## src/rtl/mem_ctrl.sv

```systemverilog
// mem_ctrl: arbitrates MEM-stage loads/stores and IF-stage fetches onto a
// byte-wide RAM bus, one byte per cycle, little-endian.
//
// Optional feature macro: IO_BUFFER_FULL_EN
//   When defined, adds io_buffer_full: write beats addressed at or above
//   IO_BASE stall while it is high, and a finished I/O write inserts one
//   extra idle cycle before the next accept.
//
// Ports:
//   clk_in, rst_in            clock, async active-high reset
//   read_mem, write_mem       MEM load/store request (held until done)
//   mem_addr_to_read          MEM byte address
//   mem_data_to_write         store data, byte k = bits [8k+7:8k]
//   data_len                  1, 2 or 4 bytes (3, 5-7 -> 4, 0 ignored)
//   mem_load_done             one-cycle MEM done pulse
//   mem_ctrl_read_in          assembled load data, zero-filled
//   mem_ctrl_busy_state       bit0 serving MEM, bit1 serving IF
//   if_read, if_addr          fetch request and address
//   jump_flush                cancels an in-flight fetch
//   if_done, if_inst          one-cycle fetch done pulse and fetched word
//   io_buffer_full            (IO_BUFFER_FULL_EN only) I/O write back-pressure
//   mem_din                   RAM read data, valid one cycle after mem_a
//   mem_dout, mem_a, mem_wr   RAM write data, address, write enable
module mem_ctrl #(
    parameter logic [31:0] IO_BASE   = 32'h30000,
    parameter int unsigned FETCH_LEN = 4
) (
    input  logic        clk_in,
    input  logic        rst_in,
    input  logic        read_mem,
    input  logic        write_mem,
    input  logic [31:0] mem_addr_to_read,
    input  logic [31:0] mem_data_to_write,
    input  logic [2:0]  data_len,
    output logic        mem_load_done,
    output logic [31:0] mem_ctrl_read_in,
    output logic [1:0]  mem_ctrl_busy_state,
    input  logic        if_read,
    input  logic [31:0] if_addr,
    input  logic        jump_flush,
    output logic        if_done,
    output logic [31:0] if_inst,
`ifdef IO_BUFFER_FULL_EN
    input  logic        io_buffer_full,
`endif
    input  logic [7:0]  mem_din,
    output logic [7:0]  mem_dout,
    output logic [31:0] mem_a,
    output logic        mem_wr
);

    localparam int unsigned CNT_W = 3;

    typedef enum logic [2:0] {IDLE, MEM_RD, MEM_WR, IF_RD, DONE} state_t;

    state_t           state_q;
    logic [31:0]      addr_q;
    logic [31:0]      wdata_q;
    logic [31:0]      buf_q;
    logic [CNT_W-1:0] len_q;
    // Reads: edges seen since accept minus one. Writes: beats issued so far.
    logic [CNT_W-1:0] cnt_q;

    logic [CNT_W-1:0] req_len_c;
    logic [CNT_W-1:0] cnt_inc_c;
    logic [31:0]      beat_addr_c;
    logic [31:0]      next_rd_addr_c;
    logic [7:0]       wr_byte_c;
    logic [1:0]       cap_idx_c;
    logic [31:0]      buf_cap_c;
    logic             io_full_c;
    logic             start_stall_c;
    logic             beat_stall_c;
    logic             accept_ok_c;

    // Normalise requested length; 0 means "no transfer"
    always_comb begin
        req_len_c = 3'd4;
        case (data_len)
            3'd0:    req_len_c = 3'd0;
            3'd1:    req_len_c = 3'd1;
            3'd2:    req_len_c = 3'd2;
            default: req_len_c = 3'd4;
        endcase
    end

    assign cnt_inc_c      = cnt_q + 3'd1;
    assign beat_addr_c    = addr_q + 32'(cnt_q);
    assign next_rd_addr_c = beat_addr_c + 32'd1;
    assign wr_byte_c      = wdata_q[{cnt_q[1:0], 3'b000} +: 8];
    // Byte arriving on mem_din belongs to the address issued two edges ago
    assign cap_idx_c      = 2'(cnt_q - 3'd1);

    always_comb begin
        buf_cap_c = buf_q;
        buf_cap_c[{cap_idx_c, 3'b000} +: 8] = mem_din;
    end

`ifdef IO_BUFFER_FULL_EN
    logic io_q;
    logic hold_q;
    assign io_full_c   = io_buffer_full;
    assign accept_ok_c = !hold_q;
`else
    assign io_full_c   = 1'b0;
    assign accept_ok_c = 1'b1;
`endif

    assign start_stall_c = io_full_c && (mem_addr_to_read >= IO_BASE);
    assign beat_stall_c  = io_full_c && (beat_addr_c >= IO_BASE);

    // Controller FSM with registered bus and handshake outputs
    always_ff @(posedge clk_in or posedge rst_in) begin
        if (rst_in) begin
            state_q             <= IDLE;
            addr_q              <= '0;
            wdata_q             <= '0;
            buf_q               <= '0;
            len_q               <= '0;
            cnt_q               <= '0;
            mem_load_done       <= 1'b0;
            mem_ctrl_read_in    <= '0;
            mem_ctrl_busy_state <= '0;
            if_done             <= 1'b0;
            if_inst             <= '0;
            mem_dout            <= '0;
            mem_a               <= '0;
            mem_wr              <= 1'b0;
`ifdef IO_BUFFER_FULL_EN
            io_q                <= 1'b0;
            hold_q              <= 1'b0;
`endif
        end else begin
            mem_load_done <= 1'b0;
            if_done       <= 1'b0;
            case (state_q)
                IDLE: begin
`ifdef IO_BUFFER_FULL_EN
                    hold_q <= 1'b0;
`endif
                    if (!accept_ok_c) begin
                        state_q <= IDLE;
                    end else if (write_mem || read_mem) begin
                        // A zero-length MEM request is ignored, and still blocks IF
                        if (req_len_c != 3'd0) begin
                            addr_q              <= mem_addr_to_read;
                            len_q               <= req_len_c;
                            wdata_q             <= mem_data_to_write;
                            buf_q               <= '0;
                            mem_ctrl_busy_state <= 2'b01;
                            if (write_mem) begin
                                state_q <= MEM_WR;
`ifdef IO_BUFFER_FULL_EN
                                io_q    <= (mem_addr_to_read >= IO_BASE);
`endif
                                if (start_stall_c) begin
                                    mem_wr <= 1'b0;
                                    cnt_q  <= 3'd0;
                                end else begin
                                    mem_wr   <= 1'b1;
                                    mem_a    <= mem_addr_to_read;
                                    mem_dout <= mem_data_to_write[7:0];
                                    cnt_q    <= 3'd1;
                                end
                            end else begin
                                state_q <= MEM_RD;
                                mem_wr  <= 1'b0;
                                mem_a   <= mem_addr_to_read;
                                cnt_q   <= 3'd0;
                            end
                        end
                    end else if (if_read && !jump_flush) begin
                        state_q             <= IF_RD;
                        addr_q              <= if_addr;
                        len_q               <= 3'(FETCH_LEN);
                        buf_q               <= '0;
                        cnt_q               <= 3'd0;
                        mem_wr              <= 1'b0;
                        mem_a               <= if_addr;
                        mem_ctrl_busy_state <= 2'b10;
                    end
                end

                MEM_RD, IF_RD: begin
                    // A flush seen on any fetch edge, including the last, wins
                    if (state_q == IF_RD && jump_flush) begin
                        state_q             <= IDLE;
                        mem_ctrl_busy_state <= 2'b00;
                    end else begin
                        if (cnt_q != 3'd0) begin
                            buf_q <= buf_cap_c;
                        end
                        if (cnt_inc_c < len_q) begin
                            mem_a <= next_rd_addr_c;
                        end
                        if (cnt_q == len_q) begin
                            state_q             <= DONE;
                            mem_ctrl_busy_state <= 2'b00;
                            if (state_q == MEM_RD) begin
                                mem_load_done    <= 1'b1;
                                mem_ctrl_read_in <= buf_cap_c;
                            end else begin
                                if_done <= 1'b1;
                                if_inst <= buf_cap_c;
                            end
                        end
                        cnt_q <= cnt_inc_c;
                    end
                end

                MEM_WR: begin
                    if (cnt_q == len_q) begin
                        mem_wr              <= 1'b0;
                        mem_load_done       <= 1'b1;
                        mem_ctrl_busy_state <= 2'b00;
                        state_q             <= DONE;
                    end else if (beat_stall_c) begin
                        mem_wr <= 1'b0;
                    end else begin
                        mem_wr   <= 1'b1;
                        mem_a    <= beat_addr_c;
                        mem_dout <= wr_byte_c;
                        cnt_q    <= cnt_inc_c;
`ifdef IO_BUFFER_FULL_EN
                        io_q     <= io_q | (beat_addr_c >= IO_BASE);
`endif
                    end
                end

                DONE: begin
                    // Requester drops its request on done, so no accept here
                    state_q <= IDLE;
`ifdef IO_BUFFER_FULL_EN
                    hold_q  <= io_q;
`endif
                end

                default: state_q <= IDLE;
            endcase
        end
    end

endmodule

```

## config.mk

```make
export PLATFORM = sky130hd
export DESIGN_NAME = mem_ctrl
export DESIGN_NICKNAME = d
export VERILOG_FILES = /design/src/rtl/mem_ctrl.sv
export SDC_FILE = /design/constraint.sdc
export NUM_CORES = 1
export LEC_CHECK = 0
export CORE_MARGIN = 2
export CORE_UTILIZATION = 53
export DETAILED_ROUTE_END_ITERATION = 7
export PLACE_DENSITY = 0.8
export REMOVE_ABC_BUFFERS = 1
export SYNTH_ARGS = -nofsm -noshare
export SYNTH_HDL_FRONTEND = slang
export SYNTH_SLANG_ARGS = --single-unit
```

## constraint.sdc

```tcl
create_clock -name clk_in -period 21.5 [get_ports clk_in]
set_input_delay 5.375 -clock clk_in [delete_from_list [all_inputs] [get_ports clk_in]]
set_output_delay 5.375 -clock clk_in [all_outputs]
set_load 0.01 [all_outputs]
```

== Word-level counts from Yosys, hierarchy flattened ==
Index checks and enable logic that the tools add are counted.
Cells by class
  magnitude comparators: 1
  equal/unequal tests: 16
  mux-type cells: 58
  add/subtract/negate cells: 5
  reduce and logical (&&, ||, !) cells: 24
  bitwise operators: 2
  shifts and indexed selects: 3
Operator list (count)
  two-way mux 32 bit: 11
  case mux 32 bit (3 select lines): 1
  case mux 32 bit (2 select lines): 1
  two-way mux 3 bit: 13
  adder 32 x 1 -> 32 bit (second input constant): 1
  adder 32 x 3 -> 32 bit: 1
  bitwise mux 32 bit: 1
  two-way mux 8 bit: 4
  variable shift 8 x 7 -> 32 bit (first input constant): 1
  indexed part select 32 x 6 -> 8 bit: 1
  indexed part select 8 x 7 -> 32 bit: 1
  case mux 3 bit (3 select lines): 3
  case mux 8 bit (2 select lines): 1
  AND reduction 5 bit: 3
  two-way mux 1 bit: 14
  inequality test 2 bit (second input constant): 7
  two-way mux 2 bit: 6
  AND reduction 3 bit: 4
  equality test 3 x 2 -> 1 bit (second input constant): 3
  nonzero test 3 bit: 3
  AND reduction 4 bit: 2
  negation 5 -> 7 bit: 1
  equality test 3 x 1 -> 1 bit (second input constant): 2
  zero test 3 bit: 2
  16 further kinds: 22
Storage, ports and cells
  bits of input ports: 113
  output and inout port bits: 109
  word-level logic and storage cells: 123
  register bits after elaboration: 214

== Longest topological paths before layout ==
  depth in word-level cells: 7
  depth in mapped cells: 12
  gate-level depth less buffers: 11

== Worst setup path before layout ==
Ideal clock, no wire load.
  path type: input-to-reg
  start: input write_mem
  end: register buf_q[16]
  slack: 13.995 ns
  arrival: 7.438 ns
  data required time: 21.433 ns
  buffers on the path: 3
  stages: 9
  setup time: 0.067 ns
  cells stage by stage: clkbuf_1 nor2_1 a31oi_1 or2_2 clkbuf_1 a21oi_1 and3_1 clkbuf_1 a22o_1
Between the ends
  word-level cells in the longest chain between the ends: 3
Ends and longest elaborated chain
  start, declared: RTL line 31  | input logic write_mem,
  logical OR 1 bit *: RTL line 143  | end else if (write_mem || read_mem) begin
  inequality test 3 bit (no line) or two-way mux 32 bit (tied branches)
  AND reduction 5 bit (no line) or case mux 32 bit (2 select lines) (tied branches)
  end signal, assigned: RTL line 191  | buf_q <= buf_cap_c;
  end, declared: RTL line 59  | logic [31:0] buf_q;
Mark *: on every way between the ends. The rest lies on a longest branch, timed or not.
A chain may end at the register's enable or synchronous reset.

== Worst setup path in the final report ==
  start: input write_mem
  end: register mem_a[14]
Between the ends
  word-level cells in the longest chain between the ends: 3
Ends and longest elaborated chain
  logical OR 1 bit *: RTL line 143
  inequality test 3 bit (no line) or two-way mux 32 bit (tied branches)
  AND reduction 6 bit (no line) or case mux 32 bit (3 select lines) (tied branches)
  end signal, assigned: RTL line 161  | mem_a <= mem_addr_to_read;
  end signal, assigned: RTL line 168  | mem_a <= mem_addr_to_read;
  end signal, assigned: RTL line 179  | mem_a <= if_addr;
  end, declared: RTL line 48  | output logic [31:0] mem_a,
Marks and branches as above.

==> flow_metrics.env <==
export IMPL_cp_required_ps=21890
export IMPL_crit_buf_inv=3
export IMPL_cellPowerDensity_mw_per_mm2=153
export IMPL_hold_class="register to register"
export IMPL_ctsLongestPathBuffers=3
export IMPL_die_h_um=148
export IMPL_maxSlewViolCount=0
export IMPL_r2r_slack_ps=16690
export IMPL_via_per_inst=5.92
export IMPL_setup_viol=0
export IMPL_worst_pin_slew_ps=1330
export IMPL_final_cell_count_no_fill=1594
export IMPL_rsz0062_at_grt="no"
export IMPL_coreArea_sq_mm=0.0202
export IMPL_hpwlAfterDp_um=19900
export IMPL_synthArstFlopShare_pct=100
export IMPL_status="completed"
export IMPL_io_buffers=221
export IMPL_clock_sinks=214
export IMPL_worst_path_max_delay_cell="a21oi_4"
export IMPL_cts_resized=0
export IMPL_firstDrtPassIters=5
export IMPL_initial_core_util_pct=54.2
export IMPL_synth_edff_count=0
export IMPL_peakVddDrop_mv=0.0968
export IMPL_cts_buffers=23
export IMPL_skew_ps=16.9
export IMPL_reg2reg_depth=11
export IMPL_grt_pass1_wl_um=46700
export IMPL_ys_types=70
export IMPL_drive_gt1_share_pct=8.16
export IMPL_grt_overflow=0
export IMPL_cts_tree="yes"
export IMPL_dieArea_sq_mm=0.0218
export IMPL_area_growth_pct=28.6
export IMPL_power_w=0.00215
export IMPL_cp_num_cells=11
export IMPL_hold_viol_final=0
export IMPL_nets=1434
export IMPL_grt_start_max_net_pins=136
export IMPL_wire_per_inst_um=18.2
export IMPL_critPathMaxStageDelay_ps=760
export IMPL_h_tree_depth=1
export IMPL_synth_top_area_cell="dfrtp_1"
export IMPL_postCtsHoldBufs=0
export IMPL_root_buffer="clkbuf_16"
export IMPL_rows=52
export IMPL_path_cells="clkdlybuf4s50_1 > nor2_4 > buf_4 > a31oi_1 > a21oi_1 > o21ai_0 > a21oi_4 > buf_4 > o221ai_1 > a21oi_1 > nor2_1"
export IMPL_leakagePower_nw=5.75
export IMPL_ant_nets=0
export IMPL_syn_inst=1126
export IMPL_worstPathMaxFanout=38
export IMPL_hold_depth=1
export IMPL_post_route_period_util_pct=38.8
export IMPL_die_w_um=148
export IMPL_track_usage_pct=26.2
export IMPL_path_delay_family="compound AO/OA/AOI/OAI gates"
export IMPL_yosysTopAreaCellShare_pct=48.9
export IMPL_ys_ff_latch=214
export IMPL_drcViolationCount=0
export IMPL_fin_util_pct=69.7
export IMPL_drt_wl_total_um=28900
export IMPL_clkLatencyLatePin_ps=510
export IMPL_crit_arrival_ps=8740
export IMPL_timing_fmax_mhz=120
export IMPL_drtIter0Drc=720
export IMPL_num_vias=9439
export IMPL_crit_path_end_kind="register"
export IMPL_synth_flop_cell="dfrtp_1"
export IMPL_startpoint_type="input pin"
export IMPL_stdcell_area_sq_mm=0.0141
export IMPL_placed_cell_area_sq_mm=0.0134
export IMPL_grt_pass1_vias=9261
export IMPL_relSlewSlack_pct=10.5
export IMPL_syn_area_sq_mm=0.0110
export IMPL_postCtsSetupBuffers=0
export IMPL_diodes=0
export IMPL_gp_congestion=0.855
export IMPL_critical_path_class="input pin to register"
export IMPL_yosysWarnings=0
export IMPL_syn_area_per_cell_sq_um=9.73
export IMPL_dp_cells=1552
export IMPL_ios=222
export IMPL_synthTopCellsByArea="dfrtp_1 (49%), a21oi_1 (6.6%), nor2_1 (4.6%), mux2_2 (3.4%), mux2i_1 (2.9%)"
export IMPL_yosysSeqAreaShare_pct=48.9
export IMPL_period_needed_ps=8340
export IMPL_drv_cap=0
export IMPL_antenna_found_initial=0
export IMPL_setup_tns_ps=0
export IMPL_clk_pin_slew_ps=60
-- power by group --
group          switching [W]  leakage [nW]  total (W)  internal, W
combinational       0.000548          2.76    0.00103     0.000481
clock               0.000161         0.372   0.000391     0.000230
sequential          0.000150          2.62   0.000735     0.000585
total               0.000858          5.75    0.00215      0.00130
-- synth_stat cells, types with 4 or more instances --
| cell | n |
|---|---|
| or4_1 | 8 |
| and4_1 | 7 |
| a31oi_1 | 13 |
| and3_1 | 9 |
| nor3b_1 | 4 |
| o22ai_1 | 16 |
| nand2b_1 | 7 |
| nand4_1 | 13 |
| o21ai_0 | 56 |
| o221ai_1 | 8 |
| dfrtp_1 | 214 |
| a22o_1 | 32 |
| inv_1 | 18 |
| buf_1 | 18 |
| o31ai_1 | 5 |
| nor2b_1 | 28 |
| a211oi_1 | 4 |
| ha_1 | 13 |
| o21ai_1 | 4 |
| nand2_1 | 81 |
| mux4_2 | 8 |
| mux2_2 | 33 |
| nor2_1 | 134 |
| mux2i_1 | 32 |
| xor2_1 | 19 |
| a21oi_1 | 144 |
| a21o_1 | 5 |
| a22oi_1 | 8 |
| xnor2_1 | 33 |
| nor4_1 | 4 |
| clkbuf_1 | 54 |
| or3_1 | 6 |
| nor3_1 | 15 |
| o211ai_1 | 5 |
| a221oi_1 | 4 |
| nand3_1 | 20 |
-- placed cells by master (no fill, tap or decap), types with 9 or more instances in the layout --
cell             count
a21oi_1            143
a22o_1              32
a31oi_1             13
and3_1               9
buf_4               10
clkbuf_16           23
clkdlybuf4s50_1    221
dfrtp_1            214
ha_1                13
inv_1               17
mux2_2              33
mux2i_1             32
nand2_1             81
nand3_1             20
nand4_1             13
nor2_1             133
nor2b_1             26
nor3_1              12
o21ai_0             56
o22ai_1             16
xnor2_1             33
xor2_1              19
-- layout make-up --
| cell class | count | area [sq um] |
|---|---|---|
| timing repair buffer | 231 | 2290 |
| inverter | 19 | 78.8 |
| sequential | 214 | 5360 |
| clock inverter | 7 | 63.8 |
| fill | 1520 | 6140 |
| multi-input combinational | 818 | 5290 |
| tap | 270 | 338 |
| clock buffer | 35 | 681 |
-- registers in the layout, summed over array words and instances (netlist names) --
name / flops
mem_ctrl_read_in: 32
mem_wr: 1
addr_q: 32
cnt_q: 3
state_q: 3
buf_q: 32
mem_dout: 8
if_inst: 32
mem_load_done: 1
mem_a: 32
wdata_q: 32
len_q: 3
mem_ctrl_busy_state: 2
if_done: 1
-- routing by layer --
metal  track usage, %  vias to the layer above  share of wire, %
li1                 -                     4422                 -
met1             35.0                     4572                42
met2             42.5                      381                47
met3             6.30                       64               7.9
met4             8.85                        0               2.8
met5                0                        -                 0
-- kinds of logic after synthesis --
group | after synthesis | share of synthesized area, %
and+or+nand+nor | 356 | 15.8
AOI/OAI and AO/OA | 322 | 18.1
DFF | 214 | 48.9
buffers and inverters | 94 | 3.28
muxes | 73 | 7.96
xor gates and xnor gates | 53 | 4.41
adders and majority gates | 14 | 1.67
-- stage by stage --
stage          setup slack [ps]  hold WS (ps)
5_1_grt                   12830           513
2_1_floorplan             10190           456
6_report                  13160           492
3_5_place_dp              12620           469
4_1_cts                   13170           495
3_3_place_gp              12740           461
-- path summary, 6_finish.rpt --
check                          start                    to
max                        write_mem             mem_a[14]
min                        buf_q[12]             buf_q[12]
max reg2reg                 cnt_q[0]             mem_a[30]
min reg2reg                buf_q[12]             buf_q[12]
max in group asynchronous     rst_in  mem_ctrl_read_in[16]
min in group asynchronous     rst_in               if_done
(Power assumes the default switching activity.)
